**config.mk**
```make
export PLATFORM = sky130hd
export DESIGN_NAME = flt_par_loader
export DESIGN_NICKNAME = d
export VERILOG_FILES = /design/src/rtl/flt_par_loader.sv
export SDC_FILE = /design/constraint.sdc
export NUM_CORES = 1
export LEC_CHECK = 0
export CORE_ASPECT_RATIO = 1.2
export CORE_MARGIN = 2
export CORE_UTILIZATION = 50
export DETAILED_ROUTE_END_ITERATION = 7
export HOLD_SLACK_MARGIN = 0.03
export PLACE_DENSITY_LB_ADDON = 0.1
export SYNTH_ARGS = -nofsm -noshare
export SYNTH_HDL_FRONTEND = slang
export SYNTH_SLANG_ARGS = --single-unit
```
**constraint.sdc**
```tcl
create_clock -name Clk_CI -period 5.5 [get_ports Clk_CI]
set_input_delay 0.55 -clock Clk_CI [delete_from_list [all_inputs] [get_ports Clk_CI]]
set_output_delay 0.55 -clock Clk_CI [all_outputs]
set_load 0.01 [all_outputs]
```
**src/rtl/flt_par_loader.sv**
```systemverilog
// Reloads the FLT coefficient memory: holds the filter in reset, flushes for a
// fixed number of cycles, then streams Len+1 handshaked words into addresses 0..Len.
module flt_par_loader #(
   parameter int ADDR_WIDTH   = 5,
   parameter int MEM_WIDTH    = 32,
   parameter int FLUSH_CYCLES = 2
) (
   input  logic                  Clk_CI,
   input  logic                  Rst_RI,
   input  logic                  Start_SI,
   input  logic [ADDR_WIDTH-1:0] Len_DI,
   input  logic                  Abort_SI,
   input  logic                  CofVld_SI,
   input  logic [MEM_WIDTH-1:0]  Cof_DI,
   output logic                  CofRdy_SO,
   output logic                  WrEn_SO,
   output logic [ADDR_WIDTH-1:0] Addr_DO,
   output logic [MEM_WIDTH-1:0]  PAR_Out_DO,
   output logic                  FltRst_RBO,
   output logic                  Busy_SO,
   output logic                  Done_SO,
   output logic                  Abrt_SO
);

   typedef enum logic [1:0] {IDLE, FLUSH, LOAD, DONE} state_t;

   localparam logic [3:0] FLUSH_LAST = 4'(FLUSH_CYCLES - 1);

   state_t                state, state_nxt;
   logic [3:0]            flush_cnt, flush_cnt_nxt;
   logic [ADDR_WIDTH-1:0] word_cnt, word_cnt_nxt;
   logic [ADDR_WIDTH-1:0] len_q, len_nxt;
   logic                  cof_rdy, cof_rdy_nxt;
   logic                  wr_en, wr_en_nxt;
   logic [ADDR_WIDTH-1:0] addr, addr_nxt;
   logic [MEM_WIDTH-1:0]  par_out, par_out_nxt;
   logic                  done, done_nxt;
   logic                  abrt, abrt_nxt;
   logic                  flt_rst_n, flt_rst_n_nxt;
   logic                  handshake;
   logic                  last_word;

   assign handshake = CofVld_SI & cof_rdy;
   assign last_word = (word_cnt == len_q);

   always_ff @(posedge Clk_CI or posedge Rst_RI) begin
      if (Rst_RI) begin
         state     <= IDLE;
         flush_cnt <= '0;
         word_cnt  <= '0;
         len_q     <= '0;
         cof_rdy   <= 1'b0;
         wr_en     <= 1'b0;
         addr      <= '0;
         par_out   <= '0;
         done      <= 1'b0;
         abrt      <= 1'b0;
         flt_rst_n <= 1'b0;
      end else begin
         state     <= state_nxt;
         flush_cnt <= flush_cnt_nxt;
         word_cnt  <= word_cnt_nxt;
         len_q     <= len_nxt;
         cof_rdy   <= cof_rdy_nxt;
         wr_en     <= wr_en_nxt;
         addr      <= addr_nxt;
         par_out   <= par_out_nxt;
         done      <= done_nxt;
         abrt      <= abrt_nxt;
         flt_rst_n <= flt_rst_n_nxt;
      end
   end

   // Abort wins over both the flush timeout and the final-word transition to DONE.
   always_comb begin
      state_nxt = state;
      case (state)
         IDLE:  if (Start_SI && !Abort_SI) state_nxt = FLUSH;
         FLUSH: begin
            if (Abort_SI)                     state_nxt = IDLE;
            else if (flush_cnt == FLUSH_LAST) state_nxt = LOAD;
         end
         LOAD: begin
            if (Abort_SI)                     state_nxt = IDLE;
            else if (handshake && last_word)  state_nxt = DONE;
         end
         DONE:    state_nxt = IDLE;
         default: state_nxt = IDLE;
      endcase
   end

   // A handshake always completes its write, even when it coincides with an abort.
   always_comb begin
      flush_cnt_nxt = flush_cnt;
      word_cnt_nxt  = word_cnt;
      len_nxt       = len_q;
      wr_en_nxt     = handshake;
      addr_nxt      = handshake ? word_cnt : addr;
      par_out_nxt   = handshake ? Cof_DI : par_out;
      case (state)
         IDLE: begin
            if (Start_SI && !Abort_SI) begin
               len_nxt       = Len_DI;
               flush_cnt_nxt = '0;
               word_cnt_nxt  = '0;
            end
         end
         FLUSH:   if (flush_cnt != FLUSH_LAST) flush_cnt_nxt = flush_cnt + 4'd1;
         LOAD:    if (handshake && !last_word) word_cnt_nxt = word_cnt + 1'b1;
         default: ;
      endcase
      cof_rdy_nxt   = (state_nxt == LOAD);
      done_nxt      = (state_nxt == DONE);
      abrt_nxt      = Abort_SI && ((state == FLUSH) || (state == LOAD));
      flt_rst_n_nxt = (state_nxt == IDLE) && !wr_en_nxt;
   end

   assign CofRdy_SO  = cof_rdy;
   assign WrEn_SO    = wr_en;
   assign Addr_DO    = addr;
   assign PAR_Out_DO = par_out;
   assign FltRst_RBO = flt_rst_n;
   assign Busy_SO    = (state != IDLE);
   assign Done_SO    = done;
   assign Abrt_SO    = abrt;

endmodule

```
Yosys cells after proc, flatten, opt, wreduce, memory -nomap -nowiden
Index checks and enable logic that the tools add are counted.
- register bits after elaboration: 58
- latch bits: 0
- bits in writable memories: 0
- memory bits (read-only): 0
- input bits: 42
- output and inout port bits: 43
- memories kept: 0
- add/sub/neg operators: 2
- multiply operators: 0
- divide/modulo/power cells: 0
- $lt $le $gt $ge: 0
- equality and inequality tests: 11
- shift operators: 0
- multiplexer cells: 12
- bitwise logic cells: 1
- reductions and logical operators: 17
- operators with widths (cell ; number):
    2-bit two-way mux ; 5
    5-bit two-way mux ; 2
    5-bit one-hot mux with 2 select lines ; 1
    2-bit equality test (second input constant) ; 4
    4-bit two-way mux ; 2
    2-bit one-hot mux with 4 select lines ; 1
    4-bit one-hot mux with 2 select lines ; 1
    2-bit != test (second input constant) ; 3
    3-bit AND reduction ; 2
    2-bit nonzero test ; 3
    5-bit by 1-bit adder with 5-bit output (second input constant) ; 1
    5-bit equality test ; 1
    1-bit logical AND ; 5
    4-bit by 1-bit adder with 4-bit output (second input constant) ; 1
    4-bit by 1-bit equality test with 1-bit output (second input constant) ; 1
    2-bit logical NOT ; 2
    4-bit by 1-bit != test with 1-bit output (second input constant) ; 1
    1-bit logical NOT ; 3
    2-bit by 1-bit equality test with 1-bit output (second input constant) ; 1
    2-bit AND reduction ; 1
    1-bit bitwise AND ; 1
    1-bit logical OR ; 1

Depth between registers and ports, before layout
Gate-level depths: netlist of run 1.
- depth in word-level cells: 7
- depth in mapped cells: 7

Worst setup path before layout of run 1
No wires, ideal clock.
- path kind: flip-flop to flip-flop
- start: register state[1]
- end: register word_cnt[0]
- library setup time: 0.128 ns
- arrival time: 1.621 ns
- required time: 5.372 ns
- setup slack: 3.751 ns
- cell stages (with the launch flop): 7
- clock period less this slack: 1.749 ns
- path through: dfrtp_1 inv_1 ha_1 nand2b_1 a22o_4 a21oi_2 mux2_1
- longest elaborated chain between the ends: 3
- elaborated cells on any way between the ends: 7
- RTL lines (element ; RTL line ; source):
    start, declared ; 29 ; state_t state, state_nxt;
    start signal, assigned ; 60 ; state <= state_nxt;
    2-bit equality test / 2-bit logical NOT (equally long branches) ; 100 ; case (state)
    2-bit != test (no source line) / 2-bit nonzero test (equally long branches) ; n/a ;
    3-bit AND reduction (no source line) ; n/a ;
    end signal, assigned ; 62 ; word_cnt <= word_cnt_nxt;
    end, declared ; 31 ; logic [ADDR_WIDTH-1:0] word_cnt, word_cnt_nxt;
Several ways; a longest one is shown, not always the timed one.
A chain may end at the register's enable or synchronous reset.

Final worst setup path of run 1
- start: register state[1]
- end: output port Busy_SO
- longest elaborated chain between the ends: 1
- RTL lines (element ; RTL line ; source):
    2-bit nonzero test ; 123 ; assign Busy_SO = (state != IDLE);
    end, declared ; 20 ; output logic Busy_SO,
No other way between the ends.

==> impl_results.md, run 1 <==
* Number of diodes at 0
* Sequential fraction of the synthesis area at 54.98%
* RSZ-0062 raised after global routing: no
* Num CTS Buffers at 9
* Fin crit period at 2.366 ns
* Crit end category: primary output
* Tot Pwr at 978.6 uW
* Clk buf depth at 2
* Hold Slack at 0.4821 ns
* Vias per inst at 5.082
* WS Path Type: reg2out
* CTS tree: built
* Share of the synthesized area in the top cell type at a little over half
* Number of port buffers at 84
* Slew HR at 52.65%
* Worst vdd ir at 0.0002490 V
* Fill count at 400
* Final hold violations at 0
* ANT nets after route at 0
* DR iter-0 viols at 66
* Count of final setup violators at 0
* Largest area contributor in the netlist: dfrtp_1
* Fin. max-slew vios at 0
* Initial antenna violation count at 0
* Post-Route WL at 5219 um
* Setup bufs post-CTS at 0
* Worst-Margin Slew at 0.7103 ns
* Vias in the first global route at 1907
* Synth Register Bits at 58
* Hold Buf Count CTS at 0
* Drt wl/cell at 14.22 um
* CP arrival at roughly 1.8 ns
* Via count at about 1.9k
* Hold Path Class: reg2reg
* Fin nets at 349
* Layout area overhead at 40.85%
* Skew-Pair Late Insertion Delay at around 0.33 ns
* GPL Wtd Cong at 0.8104
* Dpl ws at between 3 and 4 ns
* First-pass GRT wire length at 9190 um
* Syn Area/Cell at 12.63 sq um
* DRC viols at 0
* Leakage at 1.670 nW
* Largest net degree at the start of global routing at between 50 and 60
* Final Instance Area at roughly 0.0037 sq mm
* DRT Pass-1 Iters at 4
* I/O pins at 85
* TritonCTS sink count at 58
* DP Area at 0.003533 sq mm
* Grt met2 use at 30.45%
* Die Footprint at 0.005880 sq mm
* CP required at 4.95 ns
* Distinct cell type count after synthesis at 40
* Busiest layer in global routing: met2
* Worst-path clk slew at 0.06 ns
* H-tree lvl count at 3
* Final worst path period share at 43.01%
* Power Density at 263.2 mW/mm^2
* Met3 Use GR at 4.348%
* Cell Area, Synth at 0.002640 sq mm
* Row Count at 29
* Hpwl dp at 3723 um
* Setup crit start kind: flip-flop
* Syn Nets at 258
* Crit-path max FO at 6
* Die width at 70.33 um
* Dominant cells by area after synthesis: dfrtp_1 (55%), mux2_2 (15%), ha_1 (3.3%), nand2_1 (3.0%), inv_1 (1.6%)
* Synth warn at 0
* GRT Total Usage at approximately a fifth
* Status: complete, no violations
* PostCTS Resize Cnt at 0
* Grt met1 use at 27.10%
* Peak Freq at roughly 420 MHz
* Layout Skew at 0.009692 ns
* Die height at between 80 and 90 um
* Final WS setup at around 3.1 ns
* Core area at 0.005189 sq mm
* Share of layout cells above drive strength 1 at 21.97%
* Initial Util at 50.88%
* Syn Inst Count at 209
* Max_cap viols at 0
* Total grt overflow at 0
* Clk root buf: clkbuf_8
* Setup TNS at 0 ns
==> cell type report <==
type	instances	area, sq um	area share, %
multi-input cells	134	1107	29.78
inverters	11	41.29	1.110
clock inverters	6	57.56	1.548
flip-flops and latches	58	1451	39.03
repair buffers	86	855.8	23.01
clock buffers	10	127.6	3.432
well taps	62	77.57	2.086
==> state kept, by name (all words and copies together), names as in the netlist <==
name	cells
len_q	5
FltRst_RBO	1
Done_SO	1
Addr_DO	5
PAR_Out_DO	32
WrEn_SO	1
state	2
word_cnt	5
CofRdy_SO	1
Abrt_SO	1
flush_cnt	4
==> critical path, cell delays in order (launching register included) <==
cell             delay [ns]
dfrtp_1                0.42
inv_1                  0.10
ha_1                   0.29
inv_1                  0.14
clkdlybuf4s50_1        0.55
==> per-stage QoR <==
step / instances / util, %
final: 367 / 71.67
after global routing: 367 / 71.67
after detailed placement: 351 / 68.10
after global placement: 351 / 68.10
after floorplan: 209 / -
after CTS: 367 / 71.67
==> cells by family (layout without fill, tap and decap cells) <==
kind of cell,count (synthesis),count (layout),synth area share [%]
XOR/XNOR,4,4,1.327
adder cells (fa/ha/maj),7,7,3.317
AO/OA/AOI/OAI,33,33,9.764
multiplexers,41,41,17.30
flip-flops,58,58,54.98
buffers and inverters,17,113,3.081
AND/OR/NAND/NOR,49,49,10.24
==> power breakdown <==
| part | internal, mW | switching [mW] |
|---|---|---|
| clock | 0.206 | 0.164 |
| combinational | 0.0856 | 0.0579 |
| sequential | 0.451 | 0.0140 |
| total | 0.742 | 0.236 |
==> cells in the mapped netlist <==
| master | n |
|---|---|
| dfrtp_1 | 58 |
| mux2_2 | 36 |
| nand2_1 | 21 |
| inv_1 | 11 |
| ha_1 | 7 |
| o21ai_0 | 7 |
| a21oi_1 | 6 |
| nand3_1 | 5 |
| buf_4 | 4 |
| mux2i_1 | 4 |
| nand2b_1 | 4 |
| nor2_1 | 4 |
| xnor2_1 | 4 |
| a211oi_2 | 3 |
| a22o_1 | 3 |
| and2_1 | 3 |
| a21o_1 | 2 |
| buf_2 | 2 |
| nand4_1 | 2 |
| o2bb2ai_1 | 2 |
| or2_0 | 2 |
| a2111oi_0 | 1 |
| a211oi_1 | 1 |
| a21oi_2 | 1 |
| a221oi_2 | 1 |
| a22o_4 | 1 |
| a31oi_1 | 1 |
| and3_1 | 1 |
| and3_2 | 1 |
| and4_4 | 1 |
| mux2_1 | 1 |
| nand3b_4 | 1 |
| nor2_2 | 1 |
| nor2b_1 | 1 |
| nor3b_4 | 1 |
| o21ai_1 | 1 |
| o21bai_1 | 1 |
| o221a_2 | 1 |
| o311ai_0 | 1 |
| or2_2 | 1 |
==> worst paths after layout <==
check | start | end | slack, ns | cells past startpoint
max | state[1] | Busy_SO | 3.13 | 4
min | Addr_DO[1] | Addr_DO[1] | 0.48 | 2
max reg2reg | state[0] | word_cnt[0] | 3.48 | 6
min reg2reg | Addr_DO[1] | Addr_DO[1] | 0.48 | 2
max in group asynchronous | Rst_RI | PAR_Out_DO[5] | 4.29 | 3
min in group asynchronous | Rst_RI | PAR_Out_DO[21] | 0.74 | 3
==> layout by cell type, fill, tap and decap left out, types with 5 or more instances in the layout <==
cell             count
dfrtp_1             58
mux2_2              36
ha_1                 7
nand2_1             21
inv_1               10
clkbuf_8             9
o21ai_0              7
nand3_1              5
a21oi_1              6
clkdlybuf4s50_1     84
==> routing by layer <==
layer / routed length [um] / vias to the layer above
li1: - / 921
met2: 2461 / 62
met4: 93 / 0
met1: 2384 / 873
met3: 279 / 9
met5: 0 / -
Note: power is estimated with default switching activity, not from simulation.
==> run 2: changes to the inputs <==
- CORE_UTILIZATION: 50 -> 42
- clock period: 5.5 -> 2 ns (I/O delays scaled with it)
==> impl_results.md, run 2 (synthesized netlist as in run 1, its figures left out) <==
* Power Density at 710.9 mW/mm^2
* Layout Skew at 0.006242 ns
* ANT nets after route at 0
* CP max stage delay at 0.41 ns
* CP arrival at 2.02 ns
* Via count at 1889
* Most common cell after layout, fill and taps aside: clkdlybuf4s50_1
* TritonCTS sink count at slightly below 60
* Crit path depth at 6
* Final worst path period share at 90.71%
* GPL Wtd Cong at 0.7782
* GRT Total Usage at 16.52%
* Die height at 90.85 um
* Setup crit start kind: flip-flop
* Fin nets at 353
* Worst vdd ir at 0.0005139 V
* Largest net degree at the start of global routing at about 60
* Number of diodes at 0
* Peak Freq at 551.2 MHz
* Initial Util at 43.63%
* Clk buf depth at 2
* CP cell instances: inv_1, ha_2, nand2b_1, a22o_4, a21oi_2, mux2_1
* Fin. max-slew vios at 0
* Grt met2 use at 24.56%
* Vias in the first global route at 1851
* DRT Pass-1 Iters at 4
* Worst-path clk slew at roughly 0.060 ns
* Die Footprint at 0.006939 sq mm
* Fill count at 523
* Total grt overflow at 0
* Worst-Margin Slew at 0.3528 ns
* CP max stage cell: dfrtp_1
* Die width at 76.38 um
* Final core utilization at between 60 and 70%
* CP top delay family: compound AO/OA/AOI/OAI gates
* Crit-path max FO at 6
* Share of layout cells above drive strength 1 at a little under a quarter
* Largest register FFs at 32
* Core area at slightly above 0.006 sq mm
* Most frequent cells in the layout: clkdlybuf4s50_1 (83), dfrtp_1 (58), mux2_2 (36)
* DP Area at 0.003606 sq mm
* Fin crit period at 1.814 ns
* Busiest layer in global routing: met2
* Final hold violations at 0
* CP required at 2.21 ns
* R2r setup slk at 0.19 ns
* Row Count at 31
* Layout area overhead at 44.08%
* First-pass GRT wire length at 9039 um
* Status: complete, no violations
* Slew HR at 75.87%
* H-tree lvl count at 3
* Grt met1 use at 22.17%
* WS Path Type: reg2reg
* Drt wl/cell at about 14 um
* Num CTS Buffers at 9
* DR iter-0 viols at 54
* Max_cap viols at 0
* Clk root buf: clkbuf_8
* Post-Route WL at 5301 um
* Final Instance Area at 0.003804 sq mm
* RSZ-0062 raised after global routing: no
* Worst r2r path cells at 6
* CTS tree: built
* Hpwl dp at 3848 um
* Leakage at 1.715 nW
* Vias per inst at roughly 4.8
* Setup TNS at 0 ns
* DRC viols at 0
* Hold Path Class: in2async
* Met3 Use GR at 5.100%
* Skew-Pair Late Insertion Delay at 0.32 ns
* Crit end category: flip-flop
* Initial antenna violation count at 0
* I/O pins at 85
* Count of final setup violators at 0
* Crit path buffers/inverters at 1
* Number of port buffers at 84
run 2: worst register-to-register path, stage by stage (launching register included):
cell,delay (ns)
dfrtp_1,0.41
inv_1,0.11
ha_2,0.23
nand2b_1,0.17
a22o_4,0.29
a21oi_2,0.16
mux2_1,0.33
run 2: cell type report:
class / count / area, sq um / share of cell area [%]
well taps: 82 / 102.6 / 2.697
clock buffers: 12 / 145.1 / 3.816
inverters: 11 / 41.29 / 1.086
clock inverters: 3 / 40.04 / 1.053
flip-flops and latches: 58 / 1451 / 38.16
repair buffers: 90 / 913.4 / 24.01
multi-input cells: 134 / 1110 / 29.18
run 2: layer usage:
layer	share of wire (%)	wire, um
met5	0	0
met4	1.2	62
met2	48	2525
met3	6.0	316
met1	45	2397
run 2: path summary, 6_finish.rpt:
kind                       startpoint             end
setup reg to reg             state[1]     word_cnt[0]
max in group asynchronous      Rst_RI  PAR_Out_DO[16]
hold reg to reg            Addr_DO[1]      Addr_DO[1]
setup / recovery             state[1]     word_cnt[0]
min in group Clk_CI         Len_DI[4]        len_q[4]
hold / removal                 Rst_RI   PAR_Out_DO[8]
run 2: stage by stage:
step	power, mW	setup WS, ns	instances	hold slack, ns
after detailed placement	1.703	0.1301	374	0.4717
final	2.704	0.1859	390	0.2606
after global placement	1.696	0.1698	374	0.4617
after CTS	2.744	0.04670	389	0.2705
after floorplan	1.481	0.2514	209	0.3054
after global routing	2.843	0.07143	390	0.2879
run 2: report_power, final:
| group | internal, mW | total [mW] | switching [mW] | leakage (nW) |
|---|---|---|---|---|
| sequential | 1.24 | 1.28 | 0.0366 | 0.772 |
| combinational | 0.240 | 0.398 | 0.158 | 0.847 |
| clock | 0.599 | 1.03 | 0.430 | 0.0962 |
run 2: repair_timing:
item,CTS,global route
endpoints found under the setup margin,1,1
gates resized for setup,1,1
buffers inserted,0,1
hold buffers,0,0
